==> src/rtl/shop_item_arb_if.sv <==
// Request/response bundle between the shop command front-ends
// and the shared item-table arbiter.
interface shop_item_arb_if #(
  parameter int NUM_REQ    = 2,
  parameter int NAME_BITS  = 56,
  parameter int U_BITS     = 4,
  parameter int STOCK_BITS = 8
);
  logic [NUM_REQ-1:0]            i_req;
  logic [2*NUM_REQ-1:0]          i_op;
  logic [NAME_BITS*NUM_REQ-1:0]  i_name;
  logic [U_BITS*NUM_REQ-1:0]     i_user;
  logic [STOCK_BITS*NUM_REQ-1:0] i_qty;
  logic [NUM_REQ-1:0]            o_ack;
  logic [2:0]                    o_status;
  logic [STOCK_BITS-1:0]         o_stock;
  logic                          o_busy;
  logic [1:0]                    o_grant;

  modport master (
    output i_req, i_op, i_name, i_user, i_qty,
    input  o_ack, o_status, o_stock, o_busy, o_grant
  );

  modport slave (
    input  i_req, i_op, i_name, i_user, i_qty,
    output o_ack, o_status, o_stock, o_busy, o_grant
  );
endinterface

==> src/rtl/shop_item_arb.sv <==
// Shared item table with round-robin arbitration: each grant runs
// a linear scan of the table, one update cycle, then an ack cycle.
module shop_item_arb #(
  parameter int NUM_REQ    = 2,
  parameter int MAX_ITEMS  = 4,
  parameter int NAME_BITS  = 56,
  parameter int U_BITS     = 4,
  parameter int STOCK_BITS = 8
) (
  input logic            i_clk,
  input logic            i_reset,
  shop_item_arb_if.slave bus
);
  localparam int IW = (MAX_ITEMS > 1) ? $clog2(MAX_ITEMS) : 1;

  localparam logic [1:0] OP_FIND = 2'd0;
  localparam logic [1:0] OP_ADD  = 2'd1;
  localparam logic [1:0] OP_DEL  = 2'd2;
  localparam logic [1:0] OP_BUY  = 2'd3;

  localparam logic [2:0] ST_OK      = 3'd0;
  localparam logic [2:0] ST_UNKNOWN = 3'd1;
  localparam logic [2:0] ST_EXISTS  = 3'd2;
  localparam logic [2:0] ST_FULL    = 3'd3;
  localparam logic [2:0] ST_NOTYOUR = 3'd4;
  localparam logic [2:0] ST_NOSTOCK = 3'd5;

  typedef enum logic [1:0] {IDLE, SCAN, EXEC, DONE} state_t;
  state_t state, state_nx;

  logic [1:0]            rr, grant, win;
  logic                  win_vld;
  logic [1:0]            sel_op, op;
  logic [NAME_BITS-1:0]  sel_name, name;
  logic [U_BITS-1:0]     sel_user, user;
  logic [STOCK_BITS-1:0] sel_qty, qty;
  logic [IW-1:0]         idx, hit_idx, free_idx;
  logic                  hit, free, last;

  logic [MAX_ITEMS-1:0]  t_vld;
  logic [NAME_BITS-1:0]  t_name [MAX_ITEMS];
  logic [U_BITS-1:0]     t_own  [MAX_ITEMS];
  logic [STOCK_BITS-1:0] t_stk  [MAX_ITEMS];

  logic [2:0]            status;
  logic [STOCK_BITS-1:0] stock;

  assign last = (idx == IW'(MAX_ITEMS - 1));

  // Search order starts at rr and wraps, so the first hit is the winner.
  always_comb begin
    win_vld  = 1'b0;
    win      = '0;
    sel_op   = '0;
    sel_name = '0;
    sel_user = '0;
    sel_qty  = '0;
    for (int i = 0; i < NUM_REQ; i++) begin
      for (int j = 0; j < NUM_REQ; j++) begin
        if (!win_vld && bus.i_req[j] &&
            ((int'(rr) + i) % NUM_REQ) == j) begin
          win_vld  = 1'b1;
          win      = 2'(j);
          sel_op   = bus.i_op[j*2 +: 2];
          sel_name = bus.i_name[j*NAME_BITS +: NAME_BITS];
          sel_user = bus.i_user[j*U_BITS +: U_BITS];
          sel_qty  = bus.i_qty[j*STOCK_BITS +: STOCK_BITS];
        end
      end
    end
  end

  always_comb begin
    state_nx = state;
    unique case (state)
      IDLE:    if (win_vld) state_nx = SCAN;
      SCAN:    if (last) state_nx = EXEC;
      EXEC:    state_nx = DONE;
      DONE:    state_nx = IDLE;
      default: state_nx = IDLE;
    endcase
  end

  always_ff @(posedge i_clk or posedge i_reset) begin
    if (i_reset) state <= IDLE;
    else         state <= state_nx;
  end

  always_ff @(posedge i_clk or posedge i_reset) begin
    if (i_reset) begin
      rr       <= '0;
      grant    <= '0;
      op       <= '0;
      name     <= '0;
      user     <= '0;
      qty      <= '0;
      idx      <= '0;
      hit      <= 1'b0;
      free     <= 1'b0;
      hit_idx  <= '0;
      free_idx <= '0;
    end else begin
      if (state == IDLE && win_vld) begin
        grant    <= win;
        rr       <= (int'(win) == NUM_REQ - 1) ? 2'd0 : win + 2'd1;
        op       <= sel_op;
        name     <= sel_name;
        user     <= sel_user;
        qty      <= sel_qty;
        idx      <= '0;
        hit      <= 1'b0;
        free     <= 1'b0;
        hit_idx  <= '0;
        free_idx <= '0;
      end
      if (state == SCAN) begin
        if (t_vld[idx] && t_name[idx] == name && !hit) begin
          hit     <= 1'b1;
          hit_idx <= idx;
        end
        if (!t_vld[idx] && !free) begin
          free     <= 1'b1;
          free_idx <= idx;
        end
        idx <= idx + IW'(1);
      end
    end
  end

  always_ff @(posedge i_clk or posedge i_reset) begin
    if (i_reset) begin
      t_vld  <= '0;
      status <= ST_OK;
      stock  <= '0;
      for (int i = 0; i < MAX_ITEMS; i++) begin
        t_name[i] <= '0;
        t_own[i]  <= '0;
        t_stk[i]  <= '0;
      end
    end else if (state == EXEC) begin
      unique case (op)
        OP_FIND: begin
          if (hit) begin
            status <= ST_OK;
            stock  <= t_stk[hit_idx];
          end else begin
            status <= ST_UNKNOWN;
            stock  <= '0;
          end
        end
        OP_ADD: begin
          if (hit) begin
            status <= ST_EXISTS;
            stock  <= t_stk[hit_idx];
          end else if (!free) begin
            status <= ST_FULL;
            stock  <= '0;
          end else begin
            t_vld[free_idx]  <= 1'b1;
            t_name[free_idx] <= name;
            t_own[free_idx]  <= user;
            t_stk[free_idx]  <= qty;
            status           <= ST_OK;
            stock            <= qty;
          end
        end
        OP_DEL: begin
          if (!hit) begin
            status <= ST_UNKNOWN;
            stock  <= '0;
          end else if (t_own[hit_idx] != user && user != '0) begin
            status <= ST_NOTYOUR;
            stock  <= t_stk[hit_idx];
          end else begin
            t_vld[hit_idx] <= 1'b0;
            status         <= ST_OK;
            stock          <= '0;
          end
        end
        OP_BUY: begin
          if (!hit) begin
            status <= ST_UNKNOWN;
            stock  <= '0;
          end else if (t_stk[hit_idx] < qty) begin
            status <= ST_NOSTOCK;
            stock  <= t_stk[hit_idx];
          end else begin
            t_stk[hit_idx] <= t_stk[hit_idx] - qty;
            status         <= ST_OK;
            stock          <= t_stk[hit_idx] - qty;
          end
        end
        default: ;
      endcase
    end
  end

  always_comb begin
    bus.o_ack = '0;
    for (int i = 0; i < NUM_REQ; i++)
      bus.o_ack[i] = (state == DONE) && (int'(grant) == i);
  end

  assign bus.o_busy   = (state != IDLE);
  assign bus.o_grant  = grant;
  assign bus.o_status = status;
  assign bus.o_stock  = stock;
endmodule

==> src/flat_wrapper.sv <==
// flat-port wrapper written by rule: the top's interface ports become plain ports
module shop_item_arb_flat 
#(
  parameter int NUM_REQ    = 2,
  parameter int MAX_ITEMS  = 4,
  parameter int NAME_BITS  = 56,
  parameter int U_BITS     = 4,
  parameter int STOCK_BITS = 8
)
  (i_clk, i_reset, bus_i_req, bus_i_op, bus_i_name, bus_i_user, bus_i_qty, bus_o_ack, bus_o_status, bus_o_stock, bus_o_busy, bus_o_grant);
  shop_item_arb_if #(.NUM_REQ(NUM_REQ), .NAME_BITS(NAME_BITS), .U_BITS(U_BITS), .STOCK_BITS(STOCK_BITS)) bus_i ();
  input logic i_clk;
  input logic i_reset;
  input wire logic [$bits(bus_i.i_req)-1:0] bus_i_req;
  input wire logic [$bits(bus_i.i_op)-1:0] bus_i_op;
  input wire logic [$bits(bus_i.i_name)-1:0] bus_i_name;
  input wire logic [$bits(bus_i.i_user)-1:0] bus_i_user;
  input wire logic [$bits(bus_i.i_qty)-1:0] bus_i_qty;
  output wire logic [$bits(bus_i.o_ack)-1:0] bus_o_ack;
  output wire logic [$bits(bus_i.o_status)-1:0] bus_o_status;
  output wire logic [$bits(bus_i.o_stock)-1:0] bus_o_stock;
  output wire logic [$bits(bus_i.o_busy)-1:0] bus_o_busy;
  output wire logic [$bits(bus_i.o_grant)-1:0] bus_o_grant;
  assign bus_i.i_req = bus_i_req;
  assign bus_i.i_op = bus_i_op;
  assign bus_i.i_name = bus_i_name;
  assign bus_i.i_user = bus_i_user;
  assign bus_i.i_qty = bus_i_qty;
  assign bus_o_ack = bus_i.o_ack;
  assign bus_o_status = bus_i.o_status;
  assign bus_o_stock = bus_i.o_stock;
  assign bus_o_busy = bus_i.o_busy;
  assign bus_o_grant = bus_i.o_grant;
  shop_item_arb #(.NUM_REQ(NUM_REQ), .MAX_ITEMS(MAX_ITEMS), .NAME_BITS(NAME_BITS), .U_BITS(U_BITS), .STOCK_BITS(STOCK_BITS)) u_core (.i_clk(i_clk), .i_reset(i_reset), .bus(bus_i));
endmodule
==> config.mk <==
export PLATFORM = sky130hd
export DESIGN_NAME = shop_item_arb_flat
export DESIGN_NICKNAME = d
export VERILOG_FILES = /design/src/rtl/shop_item_arb_if.sv /design/src/rtl/shop_item_arb.sv /design/src/flat_wrapper.sv
export SDC_FILE = /design/constraint.sdc
export NUM_CORES = 1
export LEC_CHECK = 0
export BUFFER_PORTS_ARGS = -buffer_cell sky130_fd_sc_hd__clkbuf_2
export CAP_MARGIN = 25
export CORE_ASPECT_RATIO = 1.1
export CORE_UTILIZATION = 35
export CTS_CLUSTER_SIZE = 16
export DETAILED_ROUTE_END_ITERATION = 10
export PLACE_DENSITY = 0.59
export RECOVER_POWER = 50
export SKIP_LAST_GASP = 1
export SLEW_MARGIN = 15
export SYNTH_ARGS = -nofsm -noshare
export SYNTH_HDL_FRONTEND = slang
export SYNTH_SLANG_ARGS = --single-unit
==> constraint.sdc <==
create_clock -name i_clk -period 21.7 [get_ports i_clk]
set_input_delay 1.085 -clock i_clk [delete_from_list [all_inputs] [get_ports i_clk]]
set_output_delay 1.085 -clock i_clk [all_outputs]
set_load 0.03 [all_outputs]
## Word level (Yosys, flattened, before mapping)

Cells that the tools add are included.

- Magnitude comparators: 11
- Multiplexer cells: 94
- Equality and inequality tests: 20
- Add/sub/neg operators: 4
- Bitwise logic cells: 8
- Reductions and logical operators: 38

Operator list:

| operator | number |
|---|---|
| $mux W56 | 7 |
| $bwmux W224 | 1 |
| $mux W32 | 4 |
| $mux W8 | 15 |
| $bmux W56 S2 | 1 |
| $demux W56 S2 | 1 |
| $bwmux W32 | 2 |
| $logic_not A32 Y1 | 2 |
| $pmux W32 S2 | 1 |
| $eq A56 B56 Y1 | 1 |
| $mux W4 | 11 |
| $demux W8 S2 | 2 |
| $pmux W8 S4 | 1 |
| $mux W2 | 15 |
| $logic_and A1 B1 Y1 | 18 |
| $mux W1 | 18 |
| $bmux W8 S2 | 1 |
| $bwmux W16 | 1 |
| $mux W3 | 5 |
| $eq A2 B2 Y1 const B | 7 |
| $pmux W3 S4 | 1 |
| $reduce_and A6 Y1 | 2 |
| $ne A2 B1 Y1 const B | 5 |
| $ge A3 B3 Y1 const B | 3 |
| other kinds (29) | 50 |

- Output and inout port bits: 16
- Input bits: 144
- Flip-flop bits (word level): 370
- Word-level logic and storage cells: 202

## Depth between registers and ports, before layout

- Word-level depth: 19
- Depth in mapped cells: 14
- Gate-level depth less buffers: 11

## Worst setup path after synthesis

OpenSTA, ideal clock, no wires.

- Path kind: flip-flop to flip-flop
- Start point: register u_core.hit_idx[1]
- End point: register u_core.t_stk[7] (netlist name)
- Path buffers: 2
- Data arrival time: 3799 ps
- Period minus slack after synthesis: 3937 ps
- Slack: 17763 ps
- Setup time: 138 ps
- Cell stages (with the launch flop): 14
- Required time: 21562 ps
- Path through: dfrtp_1 clkbuf_1 clkbuf_1 mux4_2 inv_1 ha_1 fa_1 nand3b_1 a21boi_0 o21ai_0 a2111oi_0 o21ai_1 o21bai_1 o2bb2ai_1

- Longest elaborated chain between the ends: 9
- Elaborated cells between the ends (all ways): 17
- Classes of those cells: 1 x add/sub; 3 x order compare; 1 x eq/ne; 9 x mux; 1 x bitwise; 2 x reduce/logical

Ends and longest elaborated chain:

| item | RTL line | RTL |
|---|---|---|
| start: declaration | shop_item_arb.sv:37 | `logic [IW-1:0] idx, hit_idx, free_idx;` |
| start signal: assignment | shop_item_arb.sv:119 | `hit_idx <= idx;` |
| $not A2 Y3 (implied by the code) * | shop_item_arb.sv:184, shop_item_arb.sv:188 |  |
| $bmux W8 S2 (tied with other cells) | shop_item_arb.sv:184, shop_item_arb.sv:188 |  |
| $mux W8 (implied by the code) / $logic_and A1 B1 Y1 (equally long branches) | shop_item_arb.sv:184, shop_item_arb.sv:188 |  |
| $mux W8 (on tied branches) | shop_item_arb.sv:184, shop_item_arb.sv:188 |  |
| $sub A8 B8 Y8 / $demux W8 S2 (equally long branches) | shop_item_arb.sv:188 | `t_stk[hit_idx] <= t_stk[hit_idx] - qty;` |
| $bwmux W32 | shop_item_arb.sv:188 |  |
| $mux W32 | shop_item_arb.sv:184 | `end else if (t_stk[hit_idx] < qty) begin` |
| $mux W32 | shop_item_arb.sv:181 | `if (!hit) begin` |
| $pmux W32 S2 | shop_item_arb.sv:141 | `unique case (op)` |
| end signal: indexed assignment | shop_item_arb.sv:162 | `t_stk[free_idx] <= qty;` |
| end signal: indexed assignment | shop_item_arb.sv:188 |  |
| end: declaration | shop_item_arb.sv:43 | `logic [STOCK_BITS-1:0] t_stk [MAX_ITEMS];` |

Mark *: on every way between the ends. The rest lies on a longest branch, timed or not. The select of a mux whose other input is x is not followed.
A chain may end at the register's enable or synchronous reset.

## Final worst setup path

- Start point: register u_core.state[0]
- End point: register u_core.name[9]

- Longest elaborated chain between the ends: 2

Ends and longest elaborated chain:

| item | RTL line | RTL |
|---|---|---|
| start: declaration | shop_item_arb.sv:29 | `state_t state, state_nx;` |
| start signal: assignment | shop_item_arb.sv:86 | `else state <= state_nx;` |
| $logic_not A2 Y1 | shop_item_arb.sv:103 | `if (state == IDLE && win_vld) begin` |
| $logic_and A1 B1 Y1 | shop_item_arb.sv:103 |  |
| end signal: assignment | shop_item_arb.sv:107 | `name <= sel_name;` |
| end: declaration | shop_item_arb.sv:34 | `logic [NAME_BITS-1:0] sel_name, name;` |

No other way between the ends.

==> results by stage <==
Yosys:
- The cell count after synthesis is ~1400.
- The distinct cell type count of the synthesized netlist is 64.
- The number of synthesized flops with an enable pin is 0.
- By area the synthesized netlist is led by sky130_fd_sc_hd__dfrtp_1, sky130_fd_sc_hd__mux2_2, sky130_fd_sc_hd__mux4_2, sky130_fd_sc_hd__a22oi_1, sky130_fd_sc_hd__o21ai_0.
- For this run, the leading register cell type out of synthesis is sky130_fd_sc_hd__dfrtp_1.
- The sequential element share of the synthesized area is 51.3%.
- Dividing the synthesized area by the synthesized cell count gives 12.5 um^2.
- The cell type with the largest total area after synthesis is sky130_fd_sc_hd__dfrtp_1.
- By count the netlist is led by sky130_fd_sc_hd__dfrtp_1, sky130_fd_sc_hd__mux2_2, sky130_fd_sc_hd__nand2_1, sky130_fd_sc_hd__o21ai_0.
- The netlist area before placement is about 18000 um^2.
- The synthesized netlist net count is 1607.
- Among all cell types in the netlist, the one instantiated most often is sky130_fd_sc_hd__dfrtp_1.
- For this run, asynchronously set or reset flops after synthesis account for 100%.
- The post-synthesis sequential element count is 369.
- The share of synthesized area in the top cell type comes to 51.3%.
- During synthesis, Yosys emitted a total of 0 warnings.

Timing:
- Setup violations remaining at the end of the flow were counted as 0.
- The worst clock skew is about 30 ps.
- Counting I/O delays and the setup requirement, the final critical path takes ~6300 ps.
- The measured slew at the worst slew-check pin is 5860 ps.
- The total negative slack for setup checks is 0 ps.
- The highest attainable clock frequency is 158 MHz.
- The count of pins over their slew limit came to 416.
- Setup repair after global routing left no endpoint under its margin.
- Dividing the final minimum period by the clock period gives 29.2%.
- The final hold violation count came to 0.
- The tightest slew margin relative to the limit is -293%.

Clock tree:
- CTS saw around 370 sinks.
- The number of buffers between clock root and the deepest sink is 3.
- The total clock buffers created by CTS is 42.
- The number of buffers inserted to repair setup after CTS is 0.
- The buffer type at the clock tree root is sky130_fd_sc_hd__clkbuf_16.
- Clock latency on the worst-skew pair, taken at its later pin, is 580 ps.
- The number of hold buffers added after CTS was 0.
- The clock tree from TritonCTS is done.
- The H-tree was split into 2 levels.
- The post-cts gate resize count is 0.
- The clock transition at the register clock pins on the worst setup and hold paths after CTS is 60 ps.

Drt:
- Summed over all layers, the routed wires come to between 40000 and 50000 um.
- The detailed router finished its first iteration with 848 violations.
- Dividing the detail-routed via count by the number of cells gives around 5.3.
- The detailed-routing iteration count for the pre-antenna-repair pass is 5.
- After detailed routing, the average wire length per cell comes to 20.2 um.
- The number of nets still failing antenna checks after routing is 0.
- The DRC violation count after routing is 0.
- The total via count after detailed routing is 12100.

Finish:
- For this run, the post-layout net count is 1733.
- The utilization after layout is 41.1%.
- The multi-input combinational cells in the finished layout cover a total of 8210 um^2.
- In the final layout, flip-flops and latches occupy 9240 um^2.
- The synthesis-to-layout area growth is 15.1%.
- The number of filler cells placed in the layout is 4710.
- Cells with a size suffix above 1 make up 32.8% of the layout.
- The number of antenna repair diodes is 0.

Power:
- Combinational logic is responsible for 36.6% of the overall power.
- The internal portion of the total power is 1.84 mW.
- The power density over the cells is 141 nW/um^2.
- The worst-case vdd ir drop is 0.0734 mV.
- In this run the power spent charging and discharging nets is 1.08 mW.
- The clock network fraction of design power is 24.1%.
- The cell leakage power is 9.50 nW.
- Of the total power, the share spent switching nets is 37.0%.
- The sequential group share of total power is 39.3%.
- The overall power is 2.92 mW.

Setup path:
- The arrival time of data at the critical path endpoint is 6790 ps.
- The worst setup path is launched from a flop.
- Of all nets on the critical path, the largest fanout is 85.
- The type of the worst setup path is reg -> reg.
- The type of element capturing the critical path is a flop.
- STA puts the critical path data required time at 22160 ps.

Global route:
- For this run the aggregate overflow at the end of global routing stands at 0.
- The first-pass GRT wire length is between 70000 and 80000 um.
- The via count of the first global-routing pass was 12500.
- The initial antenna violation count is 1.
- Entering global routing, the biggest net connects 172 pins.
- The total global-route track usage is 17.9%.

Run status:
- The flow ran to the end, but the final reports show violations.
- The final reports fail on capacitance limit, slew limit.

Floorplanning:
- Measured along the y axis, the die boundary spans 240 um.
- The area of the core is just over 50000 um^2.
- The effective utilization at floorplan is 35.7%.
- In this run the horizontal extent of the chip is 218 um.
- For this design the top-level I/O count stands at 160.
- The count of standard-cell rows is 86.
- The die covers 52400 um^2.

Job:
- Across the run, the number of max-cap violations was 7.

Place:
- During placement, the flow inserted port buffers numbering 158.
- The final HPWL from detailed placement is 30100 um.
- The global placement routability congestion is between 0.8 and 0.9.

Hold path:
- The min-delay analysis places its worst path in the category reg -> reg.
==> flip-flops by register name, summed over array words and instances, names as in the netlist, 3 cells and up <==
signal / flops
u_core.bus.o_status: 3
u_core.bus.o_stock: 8
u_core.name: 56
u_core.qty: 8
u_core.t_name: 224
u_core.t_own: 16
u_core.t_stk: 32
u_core.t_vld: 4
u_core.user: 4
==> metal layers <==
layer / global-route usage, % / up-vias / routed length [um]
li1: - / 5559 / -
met1: 23.6 / 6184 / 20200
met5: 0 / - / 0
met3: 2.28 / 69 / 1620
met2: 30.5 / 264 / 22700
met4: 5.55 / 0 / 1090
==> cells in the final DEF (no fill, tap or decap), drive strengths merged, types with 5 or more instances in the layout <==
master,netlist,layout
mux2,246,246
xnor2,38,38
nand2,122,122
o211ai,9,9
nor2b,12,12
nand2b,6,6
o22a,8,8
and2,12,12
a21boi,8,8
a221oi,9,9
xor2,15,15
ha,20,20
o21ai,98,98
mux4,58,58
inv,47,48
buf,23,13
a222oi,13,13
clkinv,0,6
nor3,9,9
o22ai,8,8
o2bb2ai,10,10
a22oi,71,71
nor2,23,23
a21o,9,9
nand4,10,10
or2,5,5
mux2i,24,24
a31oi,9,9
dfrtp,369,369
clkbuf,71,228
a21oi,34,34
==> per-stage QoR <==
stage | setup slack (ps) | hold WS (ps) | cells | instance area [um^2]
2_1_floorplan | 10370 | 445 | 1442 | 18000
3_3_place_gp | 17340 | 456 | 2182 | 19400
3_5_place_dp | 17670 | 469 | 2183 | 19400
4_1_cts | 17620 | 482 | 2258 | 20800
5_1_grt | 14710 | 505 | 2259 | 20700
6_report | 15370 | 480 | 2259 | 20700
==> power groups by stage <==
stage / sequential, mW / clock (mW) / combinational (mW)
floorplan: 1.08 / 0 / 0.821
global placement: 1.14 / 0 / 1.07
detailed placement: 1.16 / 0 / 1.08
CTS: 1.15 / 0.723 / 1.08
global route: 1.19 / 0.751 / 1.18
finish: 1.15 / 0.704 / 1.07
==> critical path, stage by stage (launching register included) <==
cell,delay (ps)
sky130_fd_sc_hd__dfrtp_1,390
sky130_fd_sc_hd__inv_1,100
sky130_fd_sc_hd__ha_1,240
sky130_fd_sc_hd__o21ai_0,80
sky130_fd_sc_hd__clkbuf_1,1670
sky130_fd_sc_hd__clkbuf_1,2680
sky130_fd_sc_hd__a221oi_1,600
sky130_fd_sc_hd__a21oi_1,330
==> logic make-up after synthesis <==
kind of cell | share of synthesized area [%]
adder cells (fa/ha/maj) | 1.50
flip-flops | 51.3
buffers and inverters | 3.26
XOR/XNOR | 2.58
AO/OA/AOI/OAI | 11.7
AND/OR/NAND/NOR | 5.52
multiplexers | 24.2
other | 0.0208
==> final timing paths <==
check	from	endpoint	slack, ps	cells after the start
setup reg to reg	u_core.state[0]$_DFFE_PP0P_	u_core.name[9]$_DFFE_PP0P_	15370	7
hold / removal	u_core.t_stk[8]$_DFFE_PP0P_	u_core.t_stk[8]$_DFFE_PP0P_	480	2
max in group asynchronous	i_reset	u_core.t_name[60]$_DFFE_PP0P_	16030	4
min in group asynchronous	i_reset	u_core.bus.o_stock[3]$_DFFE_PP0P_	2350	2
hold reg to reg	u_core.t_stk[8]$_DFFE_PP0P_	u_core.t_stk[8]$_DFFE_PP0P_	480	2
setup / recovery	u_core.state[0]$_DFFE_PP0P_	u_core.name[9]$_DFFE_PP0P_	15370	7
==> layout make-up <==
cell class | instances | area share, %
clock buffer | 65 | 5.97
clock inverter | 10 | 0.694
inverter | 47 | 0.857
multi-input combinational | 932 | 39.6
sequential | 369 | 44.6
tap | 660 | 3.98
timing repair buffer | 176 | 4.32
No activity file was read; power rests on OpenSTA's default activity.
